File: src/rtl/fetch_stage.sv
// fetch_stage: instruction-fetch stage of the 5-stage MIPS pipeline.
//
// Owns the program counter and presents it to a combinational instruction
// memory. The returned word is captured into the IF/ID register together
// with pc+4. Stall, flush and ID redirects (taken branch, j, jal, jr) are
// applied at the clock edge. Branches have a single delay slot, so a
// redirect changes only the next pc and never touches IF/ID.
//
// Ports:
//   clk          rising-edge clock
//   rst          synchronous active-high reset, overrides all other inputs
//   stall        hold pc and IF/ID (load-use hazard)
//   flush        load a bubble (nop, valid=0) into IF/ID; beats stall
//   redirect     ID resolved a taken control transfer
//   redirect_pc  target address for redirect
//   instIn       instruction word at pc (combinational memory)
//   pc           current fetch address, always word aligned
//   if_id_inst   registered instruction
//   if_id_pc4    registered fetch address + 4
//   if_id_valid  IF/ID holds a real instruction
//   misaligned   sticky: an accepted redirect target had bits [1:0] != 0
//   fetch_count  saturating count of instructions captured into IF/ID
//   stall_count  saturating count of stalled cycles
module fetch_stage #(
  parameter logic [31:0] RESET_PC  = 32'h00000000,
  parameter int          CNT_WIDTH = 32
) (
  input  logic                 clk,
  input  logic                 rst,
  input  logic                 stall,
  input  logic                 flush,
  input  logic                 redirect,
  input  logic [31:0]          redirect_pc,
  input  logic [31:0]          instIn,
  output logic [31:0]          pc,
  output logic [31:0]          if_id_inst,
  output logic [31:0]          if_id_pc4,
  output logic                 if_id_valid,
  output logic                 misaligned,
  output logic [CNT_WIDTH-1:0] fetch_count,
  output logic [CNT_WIDTH-1:0] stall_count
);

  localparam logic [CNT_WIDTH-1:0] CNT_MAX = '1;
  localparam logic [CNT_WIDTH-1:0] CNT_ONE = {{(CNT_WIDTH-1){1'b0}}, 1'b1};

  logic [31:0] pc_reg, pc_next, pc_plus4;
  logic [31:0] inst_reg, pc4_reg;
  logic        valid_reg;
  logic        misaligned_reg, misaligned_next;
  logic        load_ifid;
  logic [1:0]  cnt_inc;

  assign pc_plus4  = pc_reg + 32'd4;   // modulo 2^32: 0xFFFFFFFC wraps to 0
  assign load_ifid = !flush && !stall;

  // A redirect seen during a stall is dropped; ID presents it again once
  // the stall releases, so it must not move pc or flag misalignment now.
  always_comb begin
    pc_next         = pc_plus4;
    misaligned_next = misaligned_reg;
    if (stall) begin
      pc_next = pc_reg;
    end else if (redirect) begin
      pc_next         = {redirect_pc[31:2], 2'b00};
      misaligned_next = misaligned_reg | (|redirect_pc[1:0]);
    end
  end

  always_ff @(posedge clk) begin
    if (rst) begin
      pc_reg         <= {RESET_PC[31:2], 2'b00};
      misaligned_reg <= 1'b0;
    end else begin
      pc_reg         <= pc_next;
      misaligned_reg <= misaligned_next;
    end
  end

  // IF/ID: flush beats stall; the delay-slot word is captured normally.
  always_ff @(posedge clk) begin
    if (rst || flush) begin
      inst_reg  <= 32'h0;
      pc4_reg   <= 32'h0;
      valid_reg <= 1'b0;
    end else if (!stall) begin
      inst_reg  <= instIn;
      pc4_reg   <= pc_plus4;
      valid_reg <= 1'b1;
    end
  end

  // Counter 0 counts IF/ID loads, counter 1 counts stalled cycles
  // (stall+flush included). Both stick at all-ones.
  assign cnt_inc[0] = load_ifid;
  assign cnt_inc[1] = stall;

  genvar gi;
  generate
    for (gi = 0; gi < 2; gi++) begin : g_cnt
      logic [CNT_WIDTH-1:0] cnt_reg;
      always_ff @(posedge clk) begin
        if (rst) begin
          cnt_reg <= '0;
        end else if (cnt_inc[gi] && (cnt_reg != CNT_MAX)) begin
          cnt_reg <= cnt_reg + CNT_ONE;
        end
      end
    end
  endgenerate

  assign pc          = pc_reg;
  assign if_id_inst  = inst_reg;
  assign if_id_pc4   = pc4_reg;
  assign if_id_valid = valid_reg;
  assign misaligned  = misaligned_reg;
  assign fetch_count = g_cnt[0].cnt_reg;
  assign stall_count = g_cnt[1].cnt_reg;

endmodule

File: config.mk
export PLATFORM = sky130hd
export DESIGN_NAME = fetch_stage
export DESIGN_NICKNAME = d
export VERILOG_FILES = /design/src/rtl/fetch_stage.sv
export SDC_FILE = /design/constraint.sdc
export NUM_CORES = 1
export LEC_CHECK = 0
export CORE_MARGIN = 8
export CORE_UTILIZATION = 43
export CTS_CLUSTER_SIZE = 8
export DETAILED_ROUTE_END_ITERATION = 12
export HOLD_SLACK_MARGIN = 0.1
export MAX_ROUTING_LAYER = met4
export PLACE_DENSITY = 0.84
export SYNTH_ARGS = -nofsm -noshare
export SYNTH_HDL_FRONTEND = slang
export SYNTH_SLANG_ARGS = --single-unit
File: constraint.sdc
create_clock -name clk -period 2.48 [get_ports clk]
set_input_delay 0.62 -clock clk [delete_from_list [all_inputs] [get_ports clk]]
set_output_delay 0.62 -clock clk [all_outputs]
set_load 0.02 [all_outputs]
* Word-level counts from Yosys, hierarchy flattened
Index checks and enable logic that the tools add are counted.
Word-level totals: register bits 162, latch bits 0, memory bits (writable) 0, ROM bits 0, input bits 69, output and inout bits 162, word-level logic and storage cells 23, memories 0
Cells by class: $add $sub $neg 3, $mul 0, divide/modulo/power cells 0, $lt $le $gt $ge 0, equal/unequal tests 2, shift operators 0, muxes and demuxes 1, bitwise operators 2, reductions and logical operators 8
Operators with widths (count):
- $add A32 B1 Y32 const B | 2
- $ne A32 B32 Y1 const B | 2
- $add A32 B3 Y32 const B | 1
- $mux W32 | 1
- $logic_and A1 B1 Y1 | 3
- $logic_not A1 Y1 | 2
- $reduce_and A2 Y1 | 1
- $reduce_or A2 Y1 | 1
- $logic_or A1 B1 Y1 | 1
- $not A1 Y1 | 1
- $or A1 B1 Y1 | 1

* Longest topological paths before layout
word-level depth 3, mapped depth 9, mapped depth without buffers 6

* Worst setup path after synthesis
Ideal clock, no wire load.
path type register to register, start point register g_cnt[1].cnt_reg[0] (netlist: stall_count[0]), end point register g_cnt[1].cnt_reg[1] (netlist: stall_count[1]), library setup time 0.128 ns, arrival time 2.484 ns, required time 2.352 ns, setup slack -0.132 ns, cell stages (with the launch flop) 8, path buffers 1, period minus slack after synthesis 2.612 ns, path through dfxtp_1 -> ha_1 -> nand3_1 -> or4_1 -> o31ai_1 -> buf_2 -> mux2i_1 -> nor2_1
Between the ends: longest elaborated chain between the ends 2, elaborated cells on any way between the ends 3, those cells by class 1 x add/sub; 1 x eq/ne; 1 x reduce/logical
Ends and longest elaborated chain:
- from (decl) | line 101 | logic [CNT_WIDTH-1:0] cnt_reg;
- from (signal assigned) | line 106 | cnt_reg <= cnt_reg + CNT_ONE;
- branches (longest 2 deep; another with $add A32 B1 Y32)
Several ways; the timed one is not identified. A chain may end at the register's enable or synchronous reset.

* Final worst setup path
start point register g_cnt[0].cnt_reg[14] (netlist: fetch_count[14]), end point register g_cnt[0].cnt_reg[28] (netlist: fetch_count[28])
Between the ends: longest elaborated chain between the ends 2, elaborated cells on any way between the ends 3, those cells by class 1 x add/sub; 1 x eq/ne; 1 x reduce/logical
Ends and longest elaborated chain (line):
- from (decl) | 101
- from (signal assigned) | 106
- branches (longest 2 deep; another with $add A32 B1 Y32)
Several ways; the timed one is not identified.

==> impl_metrics.ini <==
[worst_setup_path]
worst-path-stages = 5
worst_path_max_delay_cell = or4b_1
critPathCaptureType = register
ff2ff_path_depth = 5
startpoint_type = register
cpLargestDelayFamily = simple AND/OR/NAND/NOR gates
arrival_ps = 2650
worstSetupPathType = reg2reg
crit_required_ps = 2830
slowest_delay_ps = 580
cp_num_buf_inv = 0
cp_max_fo = 6
path_cells = nand4_2, or4_1, or4b_1, or3_1, a21oi_1

[sta]
worst_pin_slew_ps = 769
max_slew_margin_pct = 48.5
setup_violations = 0
fmax_ghz = 0.434
final-hold-violation-count = 0
final_max_slew_viol_count = 0
fin_crit_sh_pct = 92.9
skew_ps = 8.59
finalCriticalPeriod_ps = 2300
rsz0062_at_grt = no
finalSetupTns_ps = 0

[global_routing]
use_met3_pct = 3.89
grt.total_usage_pct = 22.1
busiest_layer = met2
first_global_vias = 7379
gr-usage-met2_pct = 36.9
antenna_found_initial = 0
grt_pass1_wl_mm = 38.9
grt_use_met1_pct = 26.1
grt-ovfl-total = 0
grt_max_degree = 60

[clocking]
ctsHtreeMaxLevel = 4
cts_buffer_depth = 2
clkTransAtPathRegs_ps = 60
cts_made_buffers = 17
clockRootBuffer = clkbuf_16
clock_sinks = 158
clkLatencyLatePin_ps = 420
cts_hold_buffers = 0
cts_tree = built
post_cts_buffers = 0
ctsResizeCount = 0

[routing]
drt_iter0_markers = 652
drt-pass1-iter-count = 5
wire_per_inst_um = 17.6
vias = 7860
final_antenna_net_count = 0
remaining_drc_errors = 0
viasPerCell = 5.65
routed_wl_mm = 24.5

[placement]
hpwl_mm = 18.0
place_congestion = 0.914
port_buffers = 226

[yosys]
synth_area_um2 = 7570
yosysTopAreaCellShare_pct = 41.8
postSynthCellCount = 926
yosysWarningCount = 0
synth_area_leader_cell = dfxtp_1
synth_cell_types = 57
synthFlopType = dfxtp_1
yosysSeqAreaShare_pct = 41.8
ys_ff_latch = 158
synthTopCellsByCount = 158 x dfxtp_1, 100 x nor2_1, 96 x a21oi_1
yosysMostFrequentCell = dfxtp_1
synth_edf_count = 0
synthTopCellsByArea = dfxtp_1 42%, a21oi_1 6.3%, mux2i_1 5.6%
synth.avg_cell_area_um2 = 8.18
synthArstFlopShare_pct = 0

[layout]
final_layout_size_suffix_gt1_share_pct = 7.47
seqCellArea_um2 = 3170
post-route-util_pct = 62.3
nets = 1224
area_delta_synth_final_pct = 41.9
num_antenna_cells = 0
fill_cells = 1465
multi_input_area_um2 = 4090

[die]
fp-row-count = 48
die_w_um = 149
start_util_pct = 43.9
io_pins = 231
die_h_um = 149
dieArea_um2 = 22100
core_area_um2 = 17200

[worst_hold_path]
min_path_type = reg2reg
hold_path_depth = 2

[power]
p_per_area_nw_per_um2 = 540
ir_drop_uv = 453
p_leak_nw = 3.67

[status]
status = completed

[run]
timing.max_cap.violations = 0
power breakdown:
group,internal [mW],switching [mW]
sequential,2.60,0.0660
clock,1.41,1.05
combinational,0.325,0.348
cells in the final DEF (no fill, tap or decap), types with 3 or more instances in the layout:
cell type | Yosys | layout
mux2i_1 | 42 | 42
or2_2 | 3 | 3
nand2_1 | 75 | 75
a31oi_1 | 8 | 8
o21a_1 | 3 | 3
nor2_1 | 100 | 100
o21ai_0 | 55 | 55
inv_1 | 16 | 15
buf_4 | 4 | 47
o31ai_1 | 22 | 21
a211oi_1 | 5 | 5
xor2_1 | 9 | 9
nand3_1 | 27 | 26
dfxtp_1 | 158 | 156
and4_1 | 13 | 13
a21oi_1 | 96 | 96
nor3_1 | 19 | 19
clkdlybuf4s50_1 | 0 | 223
nand4_1 | 28 | 28
ha_1 | 3 | 3
xnor2_1 | 28 | 28
and2_1 | 3 | 3
clkinvlp_4 | 0 | 4
mux2_2 | 3 | 3
and3_1 | 13 | 13
clkbuf_1 | 53 | 5
or4_1 | 24 | 24
or3_1 | 28 | 28
o211ai_1 | 6 | 6
clkbuf_16 | 0 | 17
nor4_1 | 18 | 18
nor2b_1 | 5 | 5
a22oi_1 | 7 | 7
conb_1 | 1 | 4
a22o_1 | 4 | 4
nand3b_1 | 7 | 7
stage by stage:
step	instance area [um2]	total power [mW]	std cells	worst slack, ps	hold WS, ps
after floorplan	7590	3.06	929	11.3	522
after global placement	10200	3.39	1358	68.8	432
after detailed placement	10200	3.40	1358	31.9	440
after CTS	10700	5.84	1390	175	450
after global routing	10700	6.01	1390	3.22	478
final	10700	5.80	1390	177	453
cells by family (layout without fill, tap and decap cells):
logic type / after synthesis / after routing / share of synthesized area [%]
AND/OR/NAND/NOR: 369 / 369 / 25.1
AO/OA/AOI/OAI: 228 / 228 / 17.8
flip-flops: 158 / 158 / 41.8
buffers and inverters: 85 / 321 / 4.48
multiplexers: 45 / 45 / 6.00
XOR/XNOR: 37 / 37 / 4.28
adder cells (fa/ha/maj): 3 / 3 / 0.496
other: 1 / 4 / 0.0495
layout make-up:
class | count | area share [%]
Clock buffer | 23 | 4.26
Clock inverter | 9 | 0.815
Inverter | 18 | 0.629
Multi-Input combinational cell | 686 | 38.1
Sequential cell | 158 | 29.5
Tap cell | 225 | 2.62
Timing Repair Buffer | 271 | 24.1
tightest hold or removal path: cells and delay by family (launching register included):
kind	cells	cell delay, ps
flops	1	310
compound gates	1	50
buf+inv	1	50
per-layer routing:
layer	share of wire, %	vias to the layer above	wire [um]
met5	0	-	0
met4	2.0	0	480
met3	5.4	36	1320
met2	50	282	12400
met1	42	3719	10300
li1	-	3823	-
worst paths after layout:
kind                                      from                            to  slack (ps)
setup / recovery  fetch_count[14]$_SDFFE_PP0P_  fetch_count[28]$_SDFFE_PP0P_         180
hold reg to reg        misaligned$_SDFFE_PP0P_       misaligned$_SDFFE_PP0P_         450
setup reg to reg  fetch_count[14]$_SDFFE_PP0P_  fetch_count[28]$_SDFFE_PP0P_         180
hold / removal         misaligned$_SDFFE_PP0P_       misaligned$_SDFFE_PP0P_         450
(Power assumes the default switching activity.)
